## config.mk

```make
export PLATFORM = sky130hd
export DESIGN_NAME = hazard_ctrl_flat
export DESIGN_NICKNAME = d
export VERILOG_FILES = /design/src/rtl/pipe_pkg.sv /design/src/rtl/hazard_ctrl_if.sv /design/src/rtl/hazard_ctrl_md_scoreboard.sv /design/src/rtl/hazard_ctrl.sv /design/src/flat_wrapper.sv
export SDC_FILE = /design/constraint.sdc
export NUM_CORES = 1
export LEC_CHECK = 0
export ABC_AREA = 1
export CORE_UTILIZATION = 37
export CTS_CLUSTER_SIZE = 20
export DETAILED_ROUTE_END_ITERATION = 8
export PLACE_DENSITY_LB_ADDON = 0.3
export SKIP_CTS_REPAIR_TIMING = 1
export SLEW_MARGIN = 0
export SYNTH_ARGS = -nofsm -noshare
export SYNTH_HDL_FRONTEND = slang
export SYNTH_HIERARCHICAL = 1
export SYNTH_SLANG_ARGS = --single-unit
```

## constraint.sdc

```tcl
create_clock -name clk -period 1.6 [get_ports clk]
set_input_delay 0.4 -clock clk [delete_from_list [all_inputs] [get_ports clk]]
set_output_delay 0.4 -clock clk [all_outputs]
set_load 0.03 [all_outputs]
```

## src/rtl/pipe_pkg.sv

```systemverilog
// ============================================================================
// Module      : pipe_pkg
// Description : Shared definitions for the 5-stage MIPS pipeline hazard logic.
//               Contents: forwarding-select encodings (these match the input
//               order of the EX operand mux3), the default mult/div latency,
//               the zero-register index and the EX forward-select helper.
// Ports       : none (package)
// Revision    : 1.0 - initial release
// ============================================================================
`default_nettype none

package pipe_pkg;

  typedef logic [4:0] reg_idx_t;
  typedef logic [1:0] fwd_sel_t;

  // EX operand mux inputs: 0 = register file, 1 = ResultW, 2 = ALUOutM
  localparam fwd_sel_t FWD_RF = 2'b00;
  localparam fwd_sel_t FWD_W  = 2'b01;
  localparam fwd_sel_t FWD_M  = 2'b10;

  localparam int       MD_LATENCY_DEFAULT = 4;
  localparam reg_idx_t REG_ZERO           = 5'd0;

  // EX-stage forward select for one source operand. M is younger than W,
  // so a match in M must win.
  function automatic fwd_sel_t fwd_sel(input reg_idx_t src,
                                       input logic     reg_write_m,
                                       input reg_idx_t write_reg_m,
                                       input logic     reg_write_w,
                                       input reg_idx_t write_reg_w);
    fwd_sel_t sel;
    sel = FWD_RF;
    if (src != REG_ZERO) begin
      if (reg_write_m && (write_reg_m == src)) begin
        sel = FWD_M;
      end else if (reg_write_w && (write_reg_w == src)) begin
        sel = FWD_W;
      end
    end
    return sel;
  endfunction

endpackage

`default_nettype wire

```

## src/rtl/hazard_ctrl_if.sv

```systemverilog
// ============================================================================
// Module      : hazard_ctrl_if
// Description : Signal bundle between the pipeline datapath and the hazard
//               controller. The slave modport is the controller's view, the
//               master modport is the datapath's view.
// Ports       : decode/execute source registers, per-stage destination
//               registers and write enables, load/branch/mult-div flags
//               (datapath -> controller); stall/flush, forward selects and
//               mult/div busy (controller -> datapath).
// Options     : HAZARD_PERF_CNT_EN adds StallCnt and MdStallCnt.
// Revision    : 1.0 - initial release
// ============================================================================
`default_nettype none

interface hazard_ctrl_if;
  import pipe_pkg::*;

  // datapath -> controller
  reg_idx_t RsD, RtD, RsE, RtE;
  reg_idx_t WriteRegE, WriteRegM, WriteRegW;
  logic     RegWriteE, RegWriteM, RegWriteW;
  logic     MemtoRegE, MemtoRegM;
  logic     BranchD;
  logic     MdStartD;
  logic     MdReadD;

  // controller -> datapath
  logic     StallF, StallD, FlushE;
  logic     ForwardAD, ForwardBD;
  fwd_sel_t ForwardAE, ForwardBE;
  logic     MdBusy;
`ifdef HAZARD_PERF_CNT_EN
  logic [31:0] StallCnt;
  logic [31:0] MdStallCnt;
`endif

  modport slave (
    input  RsD, RtD, RsE, RtE, WriteRegE, WriteRegM, WriteRegW,
           RegWriteE, RegWriteM, RegWriteW, MemtoRegE, MemtoRegM,
           BranchD, MdStartD, MdReadD,
    output StallF, StallD, FlushE, ForwardAD, ForwardBD,
           ForwardAE, ForwardBE, MdBusy
`ifdef HAZARD_PERF_CNT_EN
    , output StallCnt, MdStallCnt
`endif
  );

  modport master (
    output RsD, RtD, RsE, RtE, WriteRegE, WriteRegM, WriteRegW,
           RegWriteE, RegWriteM, RegWriteW, MemtoRegE, MemtoRegM,
           BranchD, MdStartD, MdReadD,
    input  StallF, StallD, FlushE, ForwardAD, ForwardBD,
           ForwardAE, ForwardBE, MdBusy
`ifdef HAZARD_PERF_CNT_EN
    , input StallCnt, MdStallCnt
`endif
  );

endinterface

`default_nettype wire

```

## src/rtl/hazard_ctrl_md_scoreboard.sv

```systemverilog
// ============================================================================
// Module      : md_scoreboard
// Description : Busy-window tracker for the shared multi-cycle mult/div unit.
//               A countdown is loaded when a mult/div leaves Decode; while it
//               is nonzero, HI/LO are not yet valid and the unit is occupied,
//               so any mult/div or mfhi/mflo in Decode must wait.
// Ports       : clk, rst_n (async, active-low)
//               md_start  - Decode holds mult/multu/div/divu
//               md_read   - Decode holds mfhi/mflo
//               stall     - full pipeline stall (Decode is not advancing)
//               md_busy   - unit occupied
//               md_stall  - this unit's contribution to the pipeline stall
// Revision    : 1.0 - initial release
// ============================================================================
`default_nettype none

module md_scoreboard
  import pipe_pkg::*;
#(
  parameter int MD_LATENCY = MD_LATENCY_DEFAULT,
  parameter int CNT_W      = 4
) (
  input  logic clk,
  input  logic rst_n,
  input  logic md_start,
  input  logic md_read,
  input  logic stall,
  output logic md_busy,
  output logic md_stall
);

  localparam logic [CNT_W-1:0] C_LOAD = CNT_W'(MD_LATENCY);

  logic [CNT_W-1:0] r_md_cnt;

  // md_stall depends only on r_md_cnt, never on stall, so feeding the full
  // stall back in here cannot form a combinational loop. A mult that is
  // itself stalled (by any cause) is not issued and must not load.
  always_ff @(posedge clk or negedge rst_n) begin
    if (!rst_n) begin
      r_md_cnt <= '0;
    end else if (md_start && !stall) begin
      r_md_cnt <= C_LOAD;
    end else if (r_md_cnt != '0) begin
      r_md_cnt <= r_md_cnt - 1'b1;
    end
  end

  assign md_busy  = (r_md_cnt != '0);
  assign md_stall = md_busy & (md_start | md_read);

endmodule

`default_nettype wire

```

## src/rtl/hazard_ctrl.sv

```systemverilog
// ============================================================================
// Module      : hazard_ctrl
// Description : Hazard controller for the 5-stage (F/D/E/M/W) MIPS core.
//               Produces EX operand forward selects, Decode branch-compare
//               forwards, and the single stall/flush that covers load-use,
//               branch-operand and mult/div hazards.
// Parameters  : MD_LATENCY - cycles from mult/div issue until HI/LO valid
//               CNT_W      - width of the mult/div busy counter
// Ports       : clk, rst_n (async, active-low), hz (hazard_ctrl_if.slave)
// Options     : HAZARD_PERF_CNT_EN adds free-running 32-bit counters of
//               stall cycles (StallCnt) and mult/div stall cycles
//               (MdStallCnt).
// Revision    : 1.0 - initial release
// ============================================================================
`default_nettype none

module hazard_ctrl
  import pipe_pkg::*;
#(
  parameter int MD_LATENCY = MD_LATENCY_DEFAULT,
  parameter int CNT_W      = 4
) (
  input  logic          clk,
  input  logic          rst_n,
  hazard_ctrl_if.slave  hz
);

  logic w_lwstall;
  logic w_branchstall;
  logic w_md_stall;
  logic w_md_busy;
  logic w_stall;

  // ---------------------------------------------------------------- forwarding
  assign hz.ForwardAE = fwd_sel(hz.RsE, hz.RegWriteM, hz.WriteRegM,
                                hz.RegWriteW, hz.WriteRegW);
  assign hz.ForwardBE = fwd_sel(hz.RtE, hz.RegWriteM, hz.WriteRegM,
                                hz.RegWriteW, hz.WriteRegW);

  // Branch comparator sits in Decode, so only ALUOutM can reach it in time.
  assign hz.ForwardAD = (hz.RsD != REG_ZERO) & hz.RegWriteM &
                        (hz.WriteRegM == hz.RsD);
  assign hz.ForwardBD = (hz.RtD != REG_ZERO) & hz.RegWriteM &
                        (hz.WriteRegM == hz.RtD);

  // -------------------------------------------------------------------- stalls
  // A zero RtE still matches here; the extra bubble is harmless.
  assign w_lwstall = hz.MemtoRegE &
                     ((hz.RtE == hz.RsD) | (hz.RtE == hz.RtD));

  // Operand still being computed in E, or still being loaded in M, cannot
  // be forwarded to the Decode comparator this cycle.
  assign w_branchstall = hz.BranchD &
      ((hz.RegWriteE & ((hz.WriteRegE == hz.RsD) | (hz.WriteRegE == hz.RtD))) |
       (hz.MemtoRegM & ((hz.WriteRegM == hz.RsD) | (hz.WriteRegM == hz.RtD))));

  md_scoreboard #(
    .MD_LATENCY (MD_LATENCY),
    .CNT_W      (CNT_W)
  ) u_md_scoreboard (
    .clk      (clk),
    .rst_n    (rst_n),
    .md_start (hz.MdStartD),
    .md_read  (hz.MdReadD),
    .stall    (w_stall),
    .md_busy  (w_md_busy),
    .md_stall (w_md_stall)
  );

  assign w_stall   = w_lwstall | w_branchstall | w_md_stall;
  assign hz.StallF = w_stall;
  assign hz.StallD = w_stall;
  assign hz.FlushE = w_stall;
  assign hz.MdBusy = w_md_busy;

`ifdef HAZARD_PERF_CNT_EN
  // ------------------------------------------------------ performance counters
  logic [31:0] r_stall_cnt;
  logic [31:0] r_md_stall_cnt;

  always_ff @(posedge clk or negedge rst_n) begin
    if (!rst_n) begin
      r_stall_cnt    <= '0;
      r_md_stall_cnt <= '0;
    end else begin
      if (w_stall) begin
        r_stall_cnt <= r_stall_cnt + 32'd1;
      end
      if (w_md_stall) begin
        r_md_stall_cnt <= r_md_stall_cnt + 32'd1;
      end
    end
  end

  assign hz.StallCnt   = r_stall_cnt;
  assign hz.MdStallCnt = r_md_stall_cnt;
`endif

endmodule

`default_nettype wire

```

## src/flat_wrapper.sv

```systemverilog
// flat-port wrapper written by rule: the top's interface ports become plain ports
module hazard_ctrl_flat import pipe_pkg::*;
#(
  parameter int MD_LATENCY = MD_LATENCY_DEFAULT,
  parameter int CNT_W      = 4
)
  (clk, rst_n, hz_RsD, hz_RtD, hz_RsE, hz_RtE, hz_WriteRegE, hz_WriteRegM, hz_WriteRegW, hz_RegWriteE, hz_RegWriteM, hz_RegWriteW, hz_MemtoRegE, hz_MemtoRegM, hz_BranchD, hz_MdStartD, hz_MdReadD, hz_StallF, hz_StallD, hz_FlushE, hz_ForwardAD, hz_ForwardBD, hz_ForwardAE, hz_ForwardBE, hz_MdBusy);
  hazard_ctrl_if hz_i ();
  input  logic clk;
  input  logic rst_n;
  input wire logic [$bits(hz_i.RsD)-1:0] hz_RsD;
  input wire logic [$bits(hz_i.RtD)-1:0] hz_RtD;
  input wire logic [$bits(hz_i.RsE)-1:0] hz_RsE;
  input wire logic [$bits(hz_i.RtE)-1:0] hz_RtE;
  input wire logic [$bits(hz_i.WriteRegE)-1:0] hz_WriteRegE;
  input wire logic [$bits(hz_i.WriteRegM)-1:0] hz_WriteRegM;
  input wire logic [$bits(hz_i.WriteRegW)-1:0] hz_WriteRegW;
  input wire logic [$bits(hz_i.RegWriteE)-1:0] hz_RegWriteE;
  input wire logic [$bits(hz_i.RegWriteM)-1:0] hz_RegWriteM;
  input wire logic [$bits(hz_i.RegWriteW)-1:0] hz_RegWriteW;
  input wire logic [$bits(hz_i.MemtoRegE)-1:0] hz_MemtoRegE;
  input wire logic [$bits(hz_i.MemtoRegM)-1:0] hz_MemtoRegM;
  input wire logic [$bits(hz_i.BranchD)-1:0] hz_BranchD;
  input wire logic [$bits(hz_i.MdStartD)-1:0] hz_MdStartD;
  input wire logic [$bits(hz_i.MdReadD)-1:0] hz_MdReadD;
  output wire logic [$bits(hz_i.StallF)-1:0] hz_StallF;
  output wire logic [$bits(hz_i.StallD)-1:0] hz_StallD;
  output wire logic [$bits(hz_i.FlushE)-1:0] hz_FlushE;
  output wire logic [$bits(hz_i.ForwardAD)-1:0] hz_ForwardAD;
  output wire logic [$bits(hz_i.ForwardBD)-1:0] hz_ForwardBD;
  output wire logic [$bits(hz_i.ForwardAE)-1:0] hz_ForwardAE;
  output wire logic [$bits(hz_i.ForwardBE)-1:0] hz_ForwardBE;
  output wire logic [$bits(hz_i.MdBusy)-1:0] hz_MdBusy;
  assign hz_i.RsD = hz_RsD;
  assign hz_i.RtD = hz_RtD;
  assign hz_i.RsE = hz_RsE;
  assign hz_i.RtE = hz_RtE;
  assign hz_i.WriteRegE = hz_WriteRegE;
  assign hz_i.WriteRegM = hz_WriteRegM;
  assign hz_i.WriteRegW = hz_WriteRegW;
  assign hz_i.RegWriteE = hz_RegWriteE;
  assign hz_i.RegWriteM = hz_RegWriteM;
  assign hz_i.RegWriteW = hz_RegWriteW;
  assign hz_i.MemtoRegE = hz_MemtoRegE;
  assign hz_i.MemtoRegM = hz_MemtoRegM;
  assign hz_i.BranchD = hz_BranchD;
  assign hz_i.MdStartD = hz_MdStartD;
  assign hz_i.MdReadD = hz_MdReadD;
  assign hz_StallF = hz_i.StallF;
  assign hz_StallD = hz_i.StallD;
  assign hz_FlushE = hz_i.FlushE;
  assign hz_ForwardAD = hz_i.ForwardAD;
  assign hz_ForwardBD = hz_i.ForwardBD;
  assign hz_ForwardAE = hz_i.ForwardAE;
  assign hz_ForwardBE = hz_i.ForwardBE;
  assign hz_MdBusy = hz_i.MdBusy;
  hazard_ctrl #(.MD_LATENCY(MD_LATENCY), .CNT_W(CNT_W)) u_core (.clk(clk), .rst_n(rst_n), .hz(hz_i));
endmodule
```

==> flow_metrics.tcl, run 1 <==
set metrics [dict create \
    status "complete, but fails checks" \
    violations "negative setup slack" \
    place_congestion 0.8585 \
    switching_share_pct 46.56 \
    grt_pass1_vias 1462 \
    worst_setup_path_start_kind "input pin" \
    synth_nets 253 \
    synthArstFlopShare_pct 100.0 \
    yosysSeqAreaShare_pct 9.112 \
    dieArea_um2 3191 \
    wl_met1_mm 1.942 \
    clock_latency_ns 0.23 \
    antenna_cells 0 \
    wl_mm 4.787 \
    relSlewSlack_pct 77.14 \
    wl_met3_um 253 \
    cts_buffers 3 \
    ant_nets 0 \
    fin_util_pct 80.34 \
    power.leakage_nw 1.260 \
    clock.fmax_mhz 529.4 \
    ys.flop_type "dfrtp_1" \
    syn2layout_area_growth_pct 103.4 \
    vias_per_cell 5.292 \
    cts_max_level 1 \
    largest_register_ffs 4 \
    peakVddDrop_mv 1.309 \
    cts.clk_slew.worst_paths_ns 0.04 \
    final_nets 347 \
    ys_ff_latch 4 \
    crit_slowest_cell "nor2_1" \
    antenna_found_initial 0 \
    switching_power_mw 0.7256 \
    grt-ovfl-total 0 \
    pwr-share-comb_pct 79.4 \
    fin_skew_ns 0.002053 \
    crit_arrival_ns 1.49 \
    top_layer "met4" \
    critPathTopFamily "simple AND/OR/NAND/NOR gates" \
    fp.dieH_um 56.49 \
    rows 19 \
    yosysWarnings 6 \
    grt_pass1_wl_mm 6.141 \
    finalSetupViolations 11 \
    hp-class "input pin to async pin" \
    hpwlAfterDp_mm 3.086 \
    first_pass_iters 6 \
    synthesis.area_um2 1099 \
    ios 55 \
    clockBufferDepth 2 \
    drive_gt1_share_pct 50.34 \
    vias 1741 \
    postSynthAreaPerCell_um2 5.333 \
    critPathBufInv 3 \
    gr-usage-all-layers_pct 23.60 \
    grt_setup_unrepaired "true" \
    synth-edff-count 0 \
    synth_cell_types 28 \
    max_stage_delay_ns 0.13 \
    netlist_instances 206 \
    wl_per_cell_um 14.55 \
    cts_tree "done" \
    cp-end-kind "primary output" \
    drv_slew 0 \
    hold_viol 0 \
    cp_max_fo 4 \
    power.internal_mw 0.8328 \
    clkPwrFrac_pct 7.9 \
    layout_commonest_cell "nand2_1" \
    maxCapViolations 0 \
    worstMarginPinSlew_ns 0.3398 \
    root_buffer "clkbuf_4" \
    die_x_um 56.49 \
    cp_data_required_time_ns 1.20 \
    cts.sinks 4 \
    power.density_nw_per_um2 697.4 \
    setup_tns_ns -1.869 \
    criticalPathCategory "input pin to primary output" \
    detailroute.wirelength.met2_mm 2.429 \
    crit_chain "buf_8, buf_6, nand2_2, nand2_1, nor2_1, nand3_2, nand2_1, nand2_1, nand2_1, nand2_2, nand2_4, buf_6" \
    start_util_pct 39.50 \
    holdWs_ns 0.3588 \
    drtIter0Drc 66 \
    fin_crit_sh_pct 118.0 \
    seqPwrFrac_pct 12.7 \
    worst_slack_ns -0.2888 \
    drc 0 \
    io_buffers 54 \
    min_period_ns 1.889 \
    top_register "u_core/u_md_scoreboard/r_md_cnt" \
    top_regs "u_core/u_md_scoreboard/r_md_cnt (4)" \
    grt_max_degree 7 \
    cp_common_cell "nand2_1" \
    mostFrequentLayoutCells "nand2_1, buf_4, inv_2" \
    coreArea_um2 2781 \
]
==> kinds of logic (layout without fill, tap and decap cells) <==
family,count (synthesis),in the layout,synth area share (%)
adder cells (fa/ha/maj),2,2,2.278
AO/OA/AOI/OAI,18,18,10.48
buffers and inverters,37,129,13.67
XOR/XNOR,19,19,15.15
flip-flops,4,4,9.112
AND/OR/NAND/NOR,126,126,49.32
==> per-stage QoR <==
step	instance area, um2	instances	setup WS (ns)	power (mW)
6_report	2235	329	-0.2888	1.558
5_1_grt	2235	329	-0.3546	1.654
4_1_cts	1969	325	-0.7206	1.327
3_5_place_dp	1947	322	-0.7168	1.195
3_3_place_gp	1947	322	-0.6838	1.171
2_1_floorplan	1181	206	-0.08630	0.7919
==> cell type report <==
class | count | area [um2]
tap | 31 | 38.79
inverter | 32 | 130.1
timing repair buffer | 94 | 885.9
sequential | 4 | 100.1
multi-input combinational | 165 | 1057
clock buffer | 3 | 22.52
fill | 172 | 546.8
==> Yosys cell counts, types with 2 or more instances <==
cell type,n,share of area (%)
buf_2,2,0.91
xnor2_1,7,5.6
o22ai_1,5,2.8
nand2_2,2,1.1
nor4_1,3,1.7
nor3b_1,2,1.4
buf_4,2,1.4
o21ai_0,2,0.91
a21oi_1,4,1.8
nor3_1,5,2.3
a221oi_1,2,1.6
inv_1,22,7.5
inv_2,10,3.4
ha_1,2,2.3
nand4_1,3,1.7
dfrtp_1,4,9.1
nand2_1,73,25
a211oi_1,2,1.4
nand3_1,12,5.5
nor2_2,4,2.3
xor2_1,12,9.6
nor2_1,20,6.8
==> worst reg2reg max path, delay by kind of cell, from the launching register on <==
family | cells | cell delay, ns
flops | 1 | 0.39
simple gates | 5 | 0.38
buf+inv | 3 | 0.27
compound gates | 2 | 0.27
fa+ha+maj | 1 | 0.15
==> path summary, 6_finish.rpt <==
kind	startpoint	end	slack [ns]	cells after the start
min	rst_n	u_core/u_md_scoreboard/r_md_cnt[1]$_DFFE_PN0P_	0.36	1
max reg2reg	u_core/u_md_scoreboard/r_md_cnt[0]$_DFFE_PN0P_	u_core/u_md_scoreboard/r_md_cnt[1]$_DFFE_PN0P_	0.02	11
min in group clk	u_core/u_md_scoreboard/r_md_cnt[0]$_DFFE_PN0P_	u_core/u_md_scoreboard/r_md_cnt[0]$_DFFE_PN0P_	0.56	2
max	hz_RsD[3]	hz_StallF	-0.29	12
max in group asynchronous	rst_n	u_core/u_md_scoreboard/r_md_cnt[0]$_DFFE_PN0P_	1.09	1
min reg2reg	u_core/u_md_scoreboard/r_md_cnt[0]$_DFFE_PN0P_	u_core/u_md_scoreboard/r_md_cnt[0]$_DFFE_PN0P_	0.56	2
==> layer usage <==
layer  track usage [%]  vias up
met2             41.51       81
li1                  -      839
met5                 0        -
met1             30.26      801
met4             5.575        0
met3             2.995       20
==> power groups by stage <==
stage	combinational (mW)	clock [mW]	sequential [mW]
3_5_place_dp	0.998	0	0.198
2_1_floorplan	0.596	0	0.195
4_1_cts	1.01	0.124	0.197
3_3_place_gp	0.973	0	0.198
5_1_grt	1.32	0.135	0.201
6_report	1.24	0.123	0.198
(Power assumes the default switching activity.)
==> inputs of run 2 (changes only) <==
--- a/config.mk
+++ b/config.mk
@@ -6,7 +6,7 @@
 export NUM_CORES = 1
 export LEC_CHECK = 0
 export ABC_AREA = 1
-export CORE_UTILIZATION = 37
+export CORE_UTILIZATION = 35
 export CTS_CLUSTER_SIZE = 20
 export DETAILED_ROUTE_END_ITERATION = 8
 export PLACE_DENSITY_LB_ADDON = 0.3
==> flow_metrics.tcl, run 2 (synthesis results as in run 1) <==
set metrics [dict create \
    status "complete, but fails checks" \
    violations "design-rule violations, negative setup slack" \
    root_buffer "clkbuf_4" \
    antenna_found_initial 0 \
    min_period_ns 1.851 \
    clock_latency_ns 0.25 \
    grt-ovfl-total 0 \
    r2r_start "u_core/u_md_scoreboard/r_md_cnt[1]$_DFFE_PN0P_" \
    grt_pass1_vias 1513 \
    first_pass_iters 6 \
    cts_tree "done" \
    criticalPathCategory "flip-flop to primary output" \
    top_regs "u_core/u_md_scoreboard/r_md_cnt (4)" \
    rows 19 \
    clockBufferDepth 2 \
    vias 1650 \
    drtIter0Drc 79 \
    power.leakage_nw 1.245 \
    fp.dieH_um 58.03 \
    hp-class "input pin to async pin" \
    cp_common_cell "nand2_4" \
    critPathBufInv 2 \
    clock.fmax_mhz 540.1 \
    worstSetupPathDepth 7 \
    cp-end-kind "primary output" \
    peakVddDrop_mv 0.4280 \
    syn2layout_area_growth_pct 105.7 \
    worstMarginPinSlew_ns 0.3136 \
    placed_cells 321 \
    start_util_pct 38.51 \
    nFillCells 180 \
    seq_area_um2 100.1 \
    wl_per_cell_um 14.04 \
    hold_viol 0 \
    crit_chain "inv_2, ha_4, nand2_4, o21a_1, a21oi_2, nand2_4, buf_6" \
    endpoint "hz_StallD" \
    maxCapViolations 0 \
    crit_arrival_ns 1.45 \
    gr-usage-all-layers_pct 23.16 \
    setup_tns_ns -1.673 \
    power.density_nw_per_um2 668.1 \
    fin_skew_ns 0.004501 \
    worst_slack_ns -0.2515 \
    worst_setup_path_start_kind "flip-flop" \
    mostFrequentLayoutCells "nand2_1, buf_4, buf_6" \
    critPathTopFamily "flip-flops" \
    drive_gt1_share_pct 50.51 \
    grt_max_degree 7 \
    cp_max_fo 4 \
    vias_per_cell 5.030 \
    drc 2 \
    r2r_cells 11 \
    largest_register_ffs 4 \
    ios 55 \
    place_congestion 0.8816 \
    coreArea_um2 2853 \
    crit_slowest_cell "dfrtp_1" \
    ant_nets 0 \
    io_buffers 54 \
    cts.sinks 4 \
    fin_cells 328 \
    antenna_cells 0 \
    top_register "u_core/u_md_scoreboard/r_md_cnt" \
    crit_start "u_core/u_md_scoreboard/r_md_cnt[1]$_DFFE_PN0P_" \
    grt_pass1_wl_mm 6.161 \
    multi_input_area_um2 1074 \
    cts_max_level 1 \
    cts.clk_slew.worst_paths_ns 0.04 \
    finalSetupViolations 10 \
    relSlewSlack_pct 79.02 \
    holdWs_ns 0.3528 \
    dieArea_um2 3367 \
    wl_mm 4.606 \
    reg2reg_to "u_core/u_md_scoreboard/r_md_cnt[1]$_DFFE_PN0P_" \
    fin_crit_sh_pct 115.7 \
    hpwlAfterDp_mm 3.138 \
    grt_setup_unrepaired "true" \
    cp_data_required_time_ns 1.20 \
    die_x_um 58.03 \
    drv_slew 0 \
    rrSetupSlack_ns -0.01 \
    max_stage_delay_ns 0.39 \
    final_nets 346 \
    cts_buffers 3 \
    layout_commonest_cell "nand2_1" \
]
==> run 2: how the worst min path moves through the flow <==
stage | startpoint | to | cells past startpoint | slack, ns
global placement | u_core/u_md_scoreboard/r_md_cnt[0]$_DFFE_PN0P_ | u_core/u_md_scoreboard/r_md_cnt[0]$_DFFE_PN0P_ | 2 | 0.54
detailed placement | u_core/u_md_scoreboard/r_md_cnt[0]$_DFFE_PN0P_ | u_core/u_md_scoreboard/r_md_cnt[0]$_DFFE_PN0P_ | 2 | 0.54
finish | rst_n | u_core/u_md_scoreboard/r_md_cnt[1]$_DFFE_PN0P_ | 1 | 0.35
CTS | rst_n | u_core/u_md_scoreboard/r_md_cnt[2]$_DFFE_PN0P_ | 1 | 0.35
global route | rst_n | u_core/u_md_scoreboard/r_md_cnt[1]$_DFFE_PN0P_ | 1 | 0.34
floorplan | rst_n | u_core/u_md_scoreboard/r_md_cnt[0]$_DFFE_PN0P_ | 0 | 0.10
==> run 2: area by class of cell <==
cell class	instances	share of cell area (%)
flip-flops and latches	4	4.430
inverters	32	5.980
multi-input cells	165	47.51
repair buffers	93	39.37
well taps	31	1.716
clock buffers	3	0.9967
==> run 2: report_power, final <==
part / switching [mW] / leakage [nW] / internal [mW] / total, mW
sequential: 0.0431 / 0.0484 / 0.156 / 0.199
clock: 0.0486 / 0.0138 / 0.0844 / 0.133
combinational: 0.599 / 1.18 / 0.579 / 1.18
==> run 2: per-layer routing <==
metal  vias to the layer above  wire length, um  global-route usage [%]
met5                         -                0                       0
met4                         0               78                   11.22
met3                        11              195                   2.679
met2                        57             2416                   38.26
met1                       747             1915                   29.82
li1                        835                -                       -
==> run 2: stage by stage <==
stage | setup slack [ns] | area, um2 | utilization (%) | power [mW]
detailed placement | -0.7213 | 1939 | 67.98 | 1.179
global route | -0.3311 | 2260 | 79.21 | 1.622
CTS | -0.7223 | 1962 | 68.77 | 1.321
global placement | -0.6787 | 1939 | 67.98 | 1.151
floorplan | -0.08630 | 1181 | - | 0.7919
finish | -0.2515 | 2260 | 79.21 | 1.510
==> inputs of run 3 (changes only) <==
--- a/config.mk
+++ b/config.mk
@@ -9,7 +9,7 @@
 export CORE_UTILIZATION = 35
 export CTS_CLUSTER_SIZE = 20
 export DETAILED_ROUTE_END_ITERATION = 8
-export PLACE_DENSITY_LB_ADDON = 0.3
+export PLACE_DENSITY = 0.74
 export SKIP_CTS_REPAIR_TIMING = 1
 export SLEW_MARGIN = 0
 export SYNTH_ARGS = -nofsm -noshare
==> flow_metrics.tcl, run 3 (synthesis results as in run 1) <==
set metrics [dict create \
    wl_mm 3.946 \
    largest_register_ffs 4 \
    clock.fmax_mhz 548.5 \
    drtIter0Drc 78 \
    root_buffer "clkbuf_4" \
    vias 1609 \
    grt_pass1_vias 1375 \
    power.leakage_nw 1.246 \
    clockBufferDepth 2 \
    antenna_found_initial 0 \
    vias_per_cell 4.920 \
    cp_data_required_time_ns 1.20 \
    drc 4 \
    ant_nets 0 \
    peakVddDrop_mv 0.4930 \
    layout_commonest_cell "nand2_1" \
    hp-class "input pin to async pin" \
    top_register "u_core/u_md_scoreboard/r_md_cnt" \
    fp.dieH_um 58.03 \
    place_congestion 0.8776 \
    grt-ovfl-total 0 \
    crit_chain "inv_2, ha_4, nand2_4, o21a_1, a21oi_2, nand2_4, buf_6" \
    grt_setup_unrepaired "true" \
    worstMarginPinSlew_ns 0.3016 \
    die_x_um 58.03 \
    final_nets 345 \
    mostFrequentLayoutCells "nand2_1, buf_4, inv_2" \
    start_util_pct 38.51 \
    cts_buffers 3 \
    rows 19 \
    cts.sinks 4 \
    crit_arrival_ns 1.42 \
    status "complete, but fails checks" \
    nFillCells 223 \
    fin_cells 327 \
    gr-usage-all-layers_pct 22.01 \
    wl_per_cell_um 12.07 \
    cts_tree "done" \
    hpwlAfterDp_mm 3.015 \
    cts_max_level 1 \
    io_buffers 54 \
    fin_crit_sh_pct 113.9 \
    cp_common_cell "nand2_4" \
    first_pass_iters 6 \
    placed_cells 317 \
    max_stage_delay_ns 0.40 \
    worst_slack_ns -0.2231 \
    antenna_cells 0 \
    clock_latency_ns 0.23 \
    rrSetupSlack_ns 0.11 \
    drive_gt1_share_pct 42.57 \
    r2r_cells 10 \
    finalSetupViolations 9 \
    hold_viol 0 \
    setup_tns_ns -1.531 \
    syn2layout_area_growth_pct 93.62 \
    cp-end-kind "primary output" \
    coreArea_um2 2853 \
    power.density_nw_per_um2 667.4 \
    violations "design-rule violations, negative setup slack" \
    relSlewSlack_pct 79.71 \
    crit_slowest_cell "dfrtp_1" \
    cts.clk_slew.worst_paths_ns 0.03 \
    criticalPathCategory "flip-flop to primary output" \
    fin_skew_ns 0.001608 \
    top_regs "u_core/u_md_scoreboard/r_md_cnt (4)" \
    worst_setup_path_start_kind "flip-flop" \
    ios 55 \
    dieArea_um2 3367 \
    maxCapViolations 0 \
    grt_pass1_wl_mm 5.927 \
    cp_max_fo 4 \
    grt_max_degree 7 \
    min_period_ns 1.823 \
    drv_slew 0 \
]
==> run 3: power by group <==
part / switching, mW / internal (mW) / leakage (nW)
Sequential: 0.0452 / 0.156 / 0.0484
Combinational: 0.545 / 0.553 / 1.18
Clock: 0.0372 / 0.0836 / 0.0138
==> run 3: critical path: cells and delay by family (launching register included) <==
kind            cells  cell delay, ns
compound gates      2            0.26
fa+ha+maj           1            0.16
buf+inv             2            0.23
flops               1            0.40
simple gates        2            0.14
==> run 3: through the flow <==
step           util [%]  hold WS, ns  total power [mW]  cell area (um2)  setup slack, ns
2_1_floorplan         -       0.1044            0.7919             1181         -0.08630
3_3_place_gp      66.93       0.5373             1.125             1909          -0.6812
3_5_place_dp      66.93       0.5586             1.138             1909          -0.7054
4_1_cts           67.72       0.3741             1.271             1932          -0.7078
5_1_grt           74.56       0.3817             1.550             2127          -0.3229
6_report          74.56       0.3721             1.420             2127          -0.2231
==> run 3: cell type report <==
cell class                      count  area (um2)  share of cell area [%]
Timing Repair Buffer               92       847.1                   39.82
Inverter                           32       130.1                   6.118
Multi-Input combinational cell    165       988.4                   46.47
Tap cell                           31       38.79                   1.824
Sequential cell                     4       100.1                   4.706
Clock buffer                        3       22.52                   1.059
==> run 3: worst paths after layout <==
check,end,from
worst max-delay path,hz_StallD,u_core/u_md_scoreboard/r_md_cnt[0]$_DFFE_PN0P_
worst min register to register,u_core/u_md_scoreboard/r_md_cnt[1]$_DFFE_PN0P_,u_core/u_md_scoreboard/r_md_cnt[1]$_DFFE_PN0P_
worst max register to register,u_core/u_md_scoreboard/r_md_cnt[1]$_DFFE_PN0P_,u_core/u_md_scoreboard/r_md_cnt[0]$_DFFE_PN0P_
worst min-delay path,u_core/u_md_scoreboard/r_md_cnt[2]$_DFFE_PN0P_,rst_n
max in group asynchronous,u_core/u_md_scoreboard/r_md_cnt[1]$_DFFE_PN0P_,rst_n
min in group clk,u_core/u_md_scoreboard/r_md_cnt[1]$_DFFE_PN0P_,u_core/u_md_scoreboard/r_md_cnt[1]$_DFFE_PN0P_
==> run 3: layer usage <==
| metal | global-route usage (%) | vias to the layer above | routed length [um] | share of wire, % |
|---|---|---|---|---|
| met3 | 3.795 | 11 | 229 | 5.8 |
| met5 | 0 | - | 0 | 0 |
| met2 | 37.27 | 60 | 1857 | 47 |
| met1 | 30.20 | 706 | 1765 | 45 |
| li1 | - | 832 | - | - |
| met4 | 2.381 | 0 | 93 | 2.4 |
